==> src/rtl/reg_reader.sv <==
`default_nettype none
// +--------------------------------------------------------------------------+
// | Module   : reg_reader                                                    |
// | Purpose  : Walks a fixed window of architectural registers through the   |
// |            register file's combinational read port (BASE, then COUNT     |
// |            registers up or down) and accumulates the values read into a  |
// |            running sum with a sticky unsigned-carry flag.                |
// | Ports    : clock      - sole clock, rising edge                          |
// |            reset      - synchronous, active-low                          |
// |            go         - level start request; sweep runs after go falls   |
// |            direction  - 1 = ascending window, 0 = descending window      |
// |            rdata      - register file read data for regnum (same cycle)  |
// |            regnum     - register file read address                       |
// |            sum        - accumulated total, modulo 2^WIDTH                |
// |            overflow   - sticky carry out of sum for the current sweep    |
// |            done       - sweep complete, sum/overflow final               |
// | Revision : 1.0 - initial release                                         |
// +--------------------------------------------------------------------------+
module reg_reader #(
  parameter int BASE  = 8,
  parameter int COUNT = 4,
  parameter int WIDTH = 32
) (
  input  logic             clock,
  input  logic             reset,
  input  logic             go,
  input  logic             direction,
  input  logic [WIDTH-1:0] rdata,
  output logic [4:0]       regnum,
  output logic [WIDTH-1:0] sum,
  output logic             overflow,
  output logic             done
);

  localparam logic [4:0] c_BASE  = 5'(BASE);
  localparam logic [3:0] c_COUNT = 4'(COUNT);

  typedef enum logic [1:0] {
    S_IDLE  = 2'd0,
    S_START = 2'd1,
    S_STEP  = 2'd2,
    S_DONE  = 2'd3
  } state_t;

  state_t           r_state;
  state_t           w_state_next;
  logic [3:0]       r_step;       // current step index k while in S_STEP
  logic [3:0]       w_step_next;
  logic             r_dir;        // direction captured on the START->STEP edge
  logic [WIDTH-1:0] r_sum;
  logic             r_ovf;
  logic             w_load;       // START: sum <= rdata
  logic             w_accum;      // STEP : sum <= sum + rdata
  logic [WIDTH:0]   w_add;        // one extra bit catches the carry
  logic [4:0]       w_addr_up;
  logic [4:0]       w_addr_dn;

  // Window addresses; parameter legality keeps both inside 1..31.
  assign w_addr_up = c_BASE + {1'b0, r_step};
  assign w_addr_dn = c_BASE - {1'b0, r_step};
  assign w_add     = {1'b0, r_sum} + {1'b0, rdata};

  // State and step-counter register.
  always_ff @(posedge clock) begin
    if (!reset) begin
      r_state <= S_IDLE;
      r_step  <= 4'd0;
    end else begin
      r_state <= w_state_next;
      r_step  <= w_step_next;
    end
  end

  // Next-state and state-decoded outputs. regnum/done depend on state only.
  always_comb begin
    w_state_next = r_state;
    w_step_next  = r_step;
    regnum       = 5'd0;
    done         = 1'b0;
    w_load       = 1'b0;
    w_accum      = 1'b0;
    case (r_state)
      S_IDLE: begin
        if (go) begin
          w_state_next = S_START;
        end
      end
      S_START: begin
        regnum = c_BASE;
        w_load = 1'b1;
        if (!go) begin
          w_state_next = S_STEP;
          w_step_next  = 4'd1;
        end
      end
      S_STEP: begin
        // go and the live direction input are deliberately ignored here.
        regnum  = r_dir ? w_addr_up : w_addr_dn;
        w_accum = 1'b1;
        if (r_step == c_COUNT) begin
          w_state_next = S_DONE;
        end else begin
          w_step_next = r_step + 4'd1;
        end
      end
      S_DONE: begin
        done = 1'b1;
        if (go) begin
          w_state_next = S_START;
        end
      end
      default: begin
        w_state_next = S_IDLE;
      end
    endcase
  end

  // Datapath: START reloads (only the final START cycle's value survives),
  // STEP accumulates with a sticky carry. Direction is captured on the same
  // edge that leaves START.
  always_ff @(posedge clock) begin
    if (!reset) begin
      r_sum <= '0;
      r_ovf <= 1'b0;
      r_dir <= 1'b0;
    end else if (w_load) begin
      r_sum <= rdata;
      r_ovf <= 1'b0;
      if (!go) begin
        r_dir <= direction;
      end
    end else if (w_accum) begin
      r_sum <= w_add[WIDTH-1:0];
      r_ovf <= r_ovf | w_add[WIDTH];
    end
  end

  assign sum      = r_sum;
  assign overflow = r_ovf;

endmodule
`default_nettype wire

==> config.mk <==
export PLATFORM = sky130hd
export DESIGN_NAME = reg_reader
export DESIGN_NICKNAME = d
export VERILOG_FILES = /design/src/rtl/reg_reader.sv
export SDC_FILE = /design/constraint.sdc
export NUM_CORES = 1
export LEC_CHECK = 0
export CAP_MARGIN = 15
export CORE_MARGIN = 4
export CORE_UTILIZATION = 57
export CTS_BUF_LIST = sky130_fd_sc_hd__clkbuf_4 sky130_fd_sc_hd__clkbuf_8 sky130_fd_sc_hd__clkbuf_16
export CTS_CLUSTER_DIAMETER = 120
export CTS_CLUSTER_SIZE = 28
export DETAILED_ROUTE_END_ITERATION = 10
export PLACE_DENSITY = 0.88
export SYNTH_ARGS = -nofsm -noshare
export SYNTH_HDL_FRONTEND = slang
export SYNTH_SLANG_ARGS = --single-unit
==> constraint.sdc <==
create_clock -name clock -period 5 [get_ports clock]
set_clock_uncertainty 0.1 [all_clocks]
set_input_delay 1 -clock clock [delete_from_list [all_inputs] [get_ports clock]]
set_output_delay 1 -clock clock [all_outputs]
set_load 0.005 [all_outputs]
==> impl_metrics.json <==
{
  "powerDensity_mw_per_mm2": 551.8,
  "critical_path_required_ps": 5050,
  "final_core_util": 0.7494,
  "core_area_mm2": 0.006026,
  "die_h_um": 87.65,
  "clk_path_buf_depth": 2,
  "yosysUniqueCellTypes": 59,
  "htreeDepth": 2,
  "die_width_um": 87.65,
  "synth_seq_cells": 40,
  "drive_gt1_frac": 0.03853,
  "setup_viol_count_final": 0,
  "synthArstFlopShare": 0,
  "seq_area_frac_synth": 0.2215,
  "endpoint_kind": "register",
  "status": "finished, final reports clean",
  "cpMostUsedCell": "a21oi_1",
  "syn_area_per_cell_um2": 7.502,
  "endpoint": "sum[20]",
  "critPathSlowestCell": "clkdlybuf4s50_1",
  "path_delay_family": "compound AO/OA/AOI/OAI gates",
  "maxSlewViolCount": 0,
  "reg2reg_depth": 7,
  "crit_fanout": 4,
  "wl_per_cell_um": 16.89,
  "cts_made_buffers": 5,
  "dieArea_mm2": 0.007682,
  "yosys_warnings": 0,
  "firstDrtPassIters": 5,
  "grt_max_degree": 34,
  "r2r_end": "sum[27]",
  "area_delta_synth_final_pct": 24.88,
  "synth_largest_area_cell": "dfxtp_1",
  "path_depth": 10,
  "slew_headroom": 0.4760,
  "min_path_type": "reg2reg",
  "drv_cap": 0,
  "diodes": 0,
  "grt_pass1_vias": 3739,
  "crit_path_max_incr_delay_ps": 430,
  "place.gp.congestion": 0.9056,
  "track_usage": 0.2761,
  "num_rows": 28,
  "ios": 75,
  "layout.nets": 619,
  "finalCritPeriodShare": 0.7126,
  "wirelength_um": 10470,
  "start_util": 0.6001,
  "postCtsResizedCells": 0,
  "post_cts_buffers": 0,
  "max_freq_mhz": 280.7,
  "drt-initial-drc-count": 309,
  "cts_tree": "yes",
  "synth_area_mm2": 0.003616,
  "critPathArrivalTime_ps": 3610,
  "rsz0062_at_grt": "no",
  "r2r_slack_ps": 2050,
  "num_vias": 3870,
  "ir_drop_mv": 0.4752,
  "drc": 0,
  "post-route-min-period_ps": 3563,
  "syn_nets": 557,
  "crit_path_start_kind": "primary input",
  "grt-ovfl-total": 0,
  "synth_edf_count": 0,
  "fin_tns_setup_ps": 0,
  "cts.clk_slew.worst_paths_ps": 80,
  "cts.sinks": 40,
  "port_buffers": 74,
  "yosys.area.top_type_share": 0.2215,
  "clk_latency_ps": 300,
  "dp_hpwl_um": 8040,
  "root_buffer": "clkbuf_8",
  "grt_pass1_wl_um": 17390,
  "tightest_slew_ps": 783.1,
  "crit_type": "in2reg",
  "worst-path-buf-inv": 1,
  "startpoint": "rdata[0]",
  "antenna_found_initial": 0,
  "hold_violations": 0,
  "r2r-start": "r_state[0]",
  "p_leak_nw": 1.853,
  "synthTopCellsByArea": "dfxtp_1, ha_1, a21oi_1, o21ai_0, nand2_1",
  "path_cells": "clkdlybuf4s50_1 -> ha_1 -> fa_1 -> a21oi_1 -> o211ai_1 -> a21oi_1 -> o211ai_1 -> a311oi_1 -> xor2_1 -> a21oi_1",
  "ctsHoldBuffers": 0,
  "viasPerCell": 6.242,
  "synth_cells": 482,
  "synthFlopType": "dfxtp_1",
  "ant_nets": 0
}
[per-layer routing]
layer / global-route usage / part of all wire / up-vias
met5: 0 / 0 / -
met2: 0.4815 / 0.49 / 147
met4: 0.07531 / 0.010 / 0
li1: - / - / 1910
met3: 0.04516 / 0.068 / 11
met1: 0.3512 / 0.44 / 1802
[power breakdown]
group	switching (mW)	total (mW)	internal, mW	leakage, nW
Combinational	0.954	1.69	0.731	1.46
Clock	0.126	0.289	0.163	0.0614
Sequential	0.0904	0.517	0.426	0.330
Total	1.17	2.49	1.32	1.85
[synthesized netlist by cell type (2+ instances only)]
library cell	count
nor2_1	40
a2111oi_0	2
mux2i_1	8
o21bai_1	2
o31ai_1	2
nor3_1	8
a31oi_1	8
clkbuf_1	20
dfxtp_1	40
o311ai_0	2
o21a_1	9
a21o_1	4
and3_1	5
xnor2_1	11
and2_1	3
o211ai_1	9
o211a_1	7
a211oi_1	3
nor2b_1	5
nand2_1	47
nand3_1	9
xor2_1	13
buf_1	3
a21oi_1	66
a211o_1	3
o21ai_0	46
inv_1	17
nand2b_1	2
nor4_1	2
nand4_1	9
a22o_1	6
ha_1	38
o221ai_1	7
[placed cells by master, fill, tap and decap left out, types with 9 or more instances in the layout]
cell and instances:
ha_1 38, a21oi_1 66, xor2_1 13, xnor2_1 11, dfxtp_1 40, nand4_1 9
o21a_1 9, inv_1 17, o21ai_0 46, clkdlybuf4s50_1 74, o211ai_1 9, nor2_1 40
nand2_1 47, nand3_1 9
[sequential cells by signal, indices dropped and copies added, names as in the netlist]
signal and count:
r_step 4, overflow 1, r_dir 1, r_state 2
sum 32
[cells by family (layout without fill, tap and decap cells)]
kind of cell	after synthesis	after routing	synth area share
AND/OR/NAND/NOR	141	141	0.1837
multiplexers	8	8	0.02215
AO/OA/AOI/OAI	189	189	0.3350
adder cells (fa/ha/maj)	39	39	0.1370
XOR/XNOR	24	24	0.05813
flip-flops	40	40	0.2215
buffers and inverters	41	104	0.04256
[final cells by class]
| type | instances | area [um2] |
|---|---|---|
| clock buffer | 6 | 82.58 |
| timing repair buffer | 78 | 770.7 |
| tap | 75 | 93.84 |
| inverter | 18 | 67.56 |
| clock inverter | 2 | 38.79 |
| multi-input combinational | 401 | 2661 |
| fill | 488 | 1510 |
| sequential | 40 | 800.8 |
[worst min path at each step]
stage / startpoint / end / cells past startpoint
2_1_floorplan: r_dir / r_dir / 2
3_3_place_gp: sum[14] / sum[14] / 1
6_report: sum[14] / sum[14] / 1
4_1_cts: sum[16] / sum[16] / 1
3_5_place_dp: sum[16] / sum[16] / 1
5_1_grt: sum[11] / sum[11] / 1
[stage by stage]
step	instance area, um2	hold WS, ps	instances	total power, mW	setup slack (ps)
2_1_floorplan	3616	387.2	482	1.651	1817
3_3_place_gp	4394	390.5	612	2.133	1255
3_5_place_dp	4394	399.3	612	2.181	1158
4_1_cts	4516	421.3	620	2.480	1452
5_1_grt	4516	440.9	620	2.700	1354
6_report	4516	415.5	620	2.492	1437
[worst register-to-register path, delay by kind of cell, from the launching register on]
| family | cells | cell delay, ps |
|---|---|---|
| adders and majority gates | 1 | 440 |
| buffers and inverters | 2 | 340 |
| and+or+nand+nor | 4 | 1620 |
| DFF | 1 | 420 |
Power figures use the tool's default switching activity.
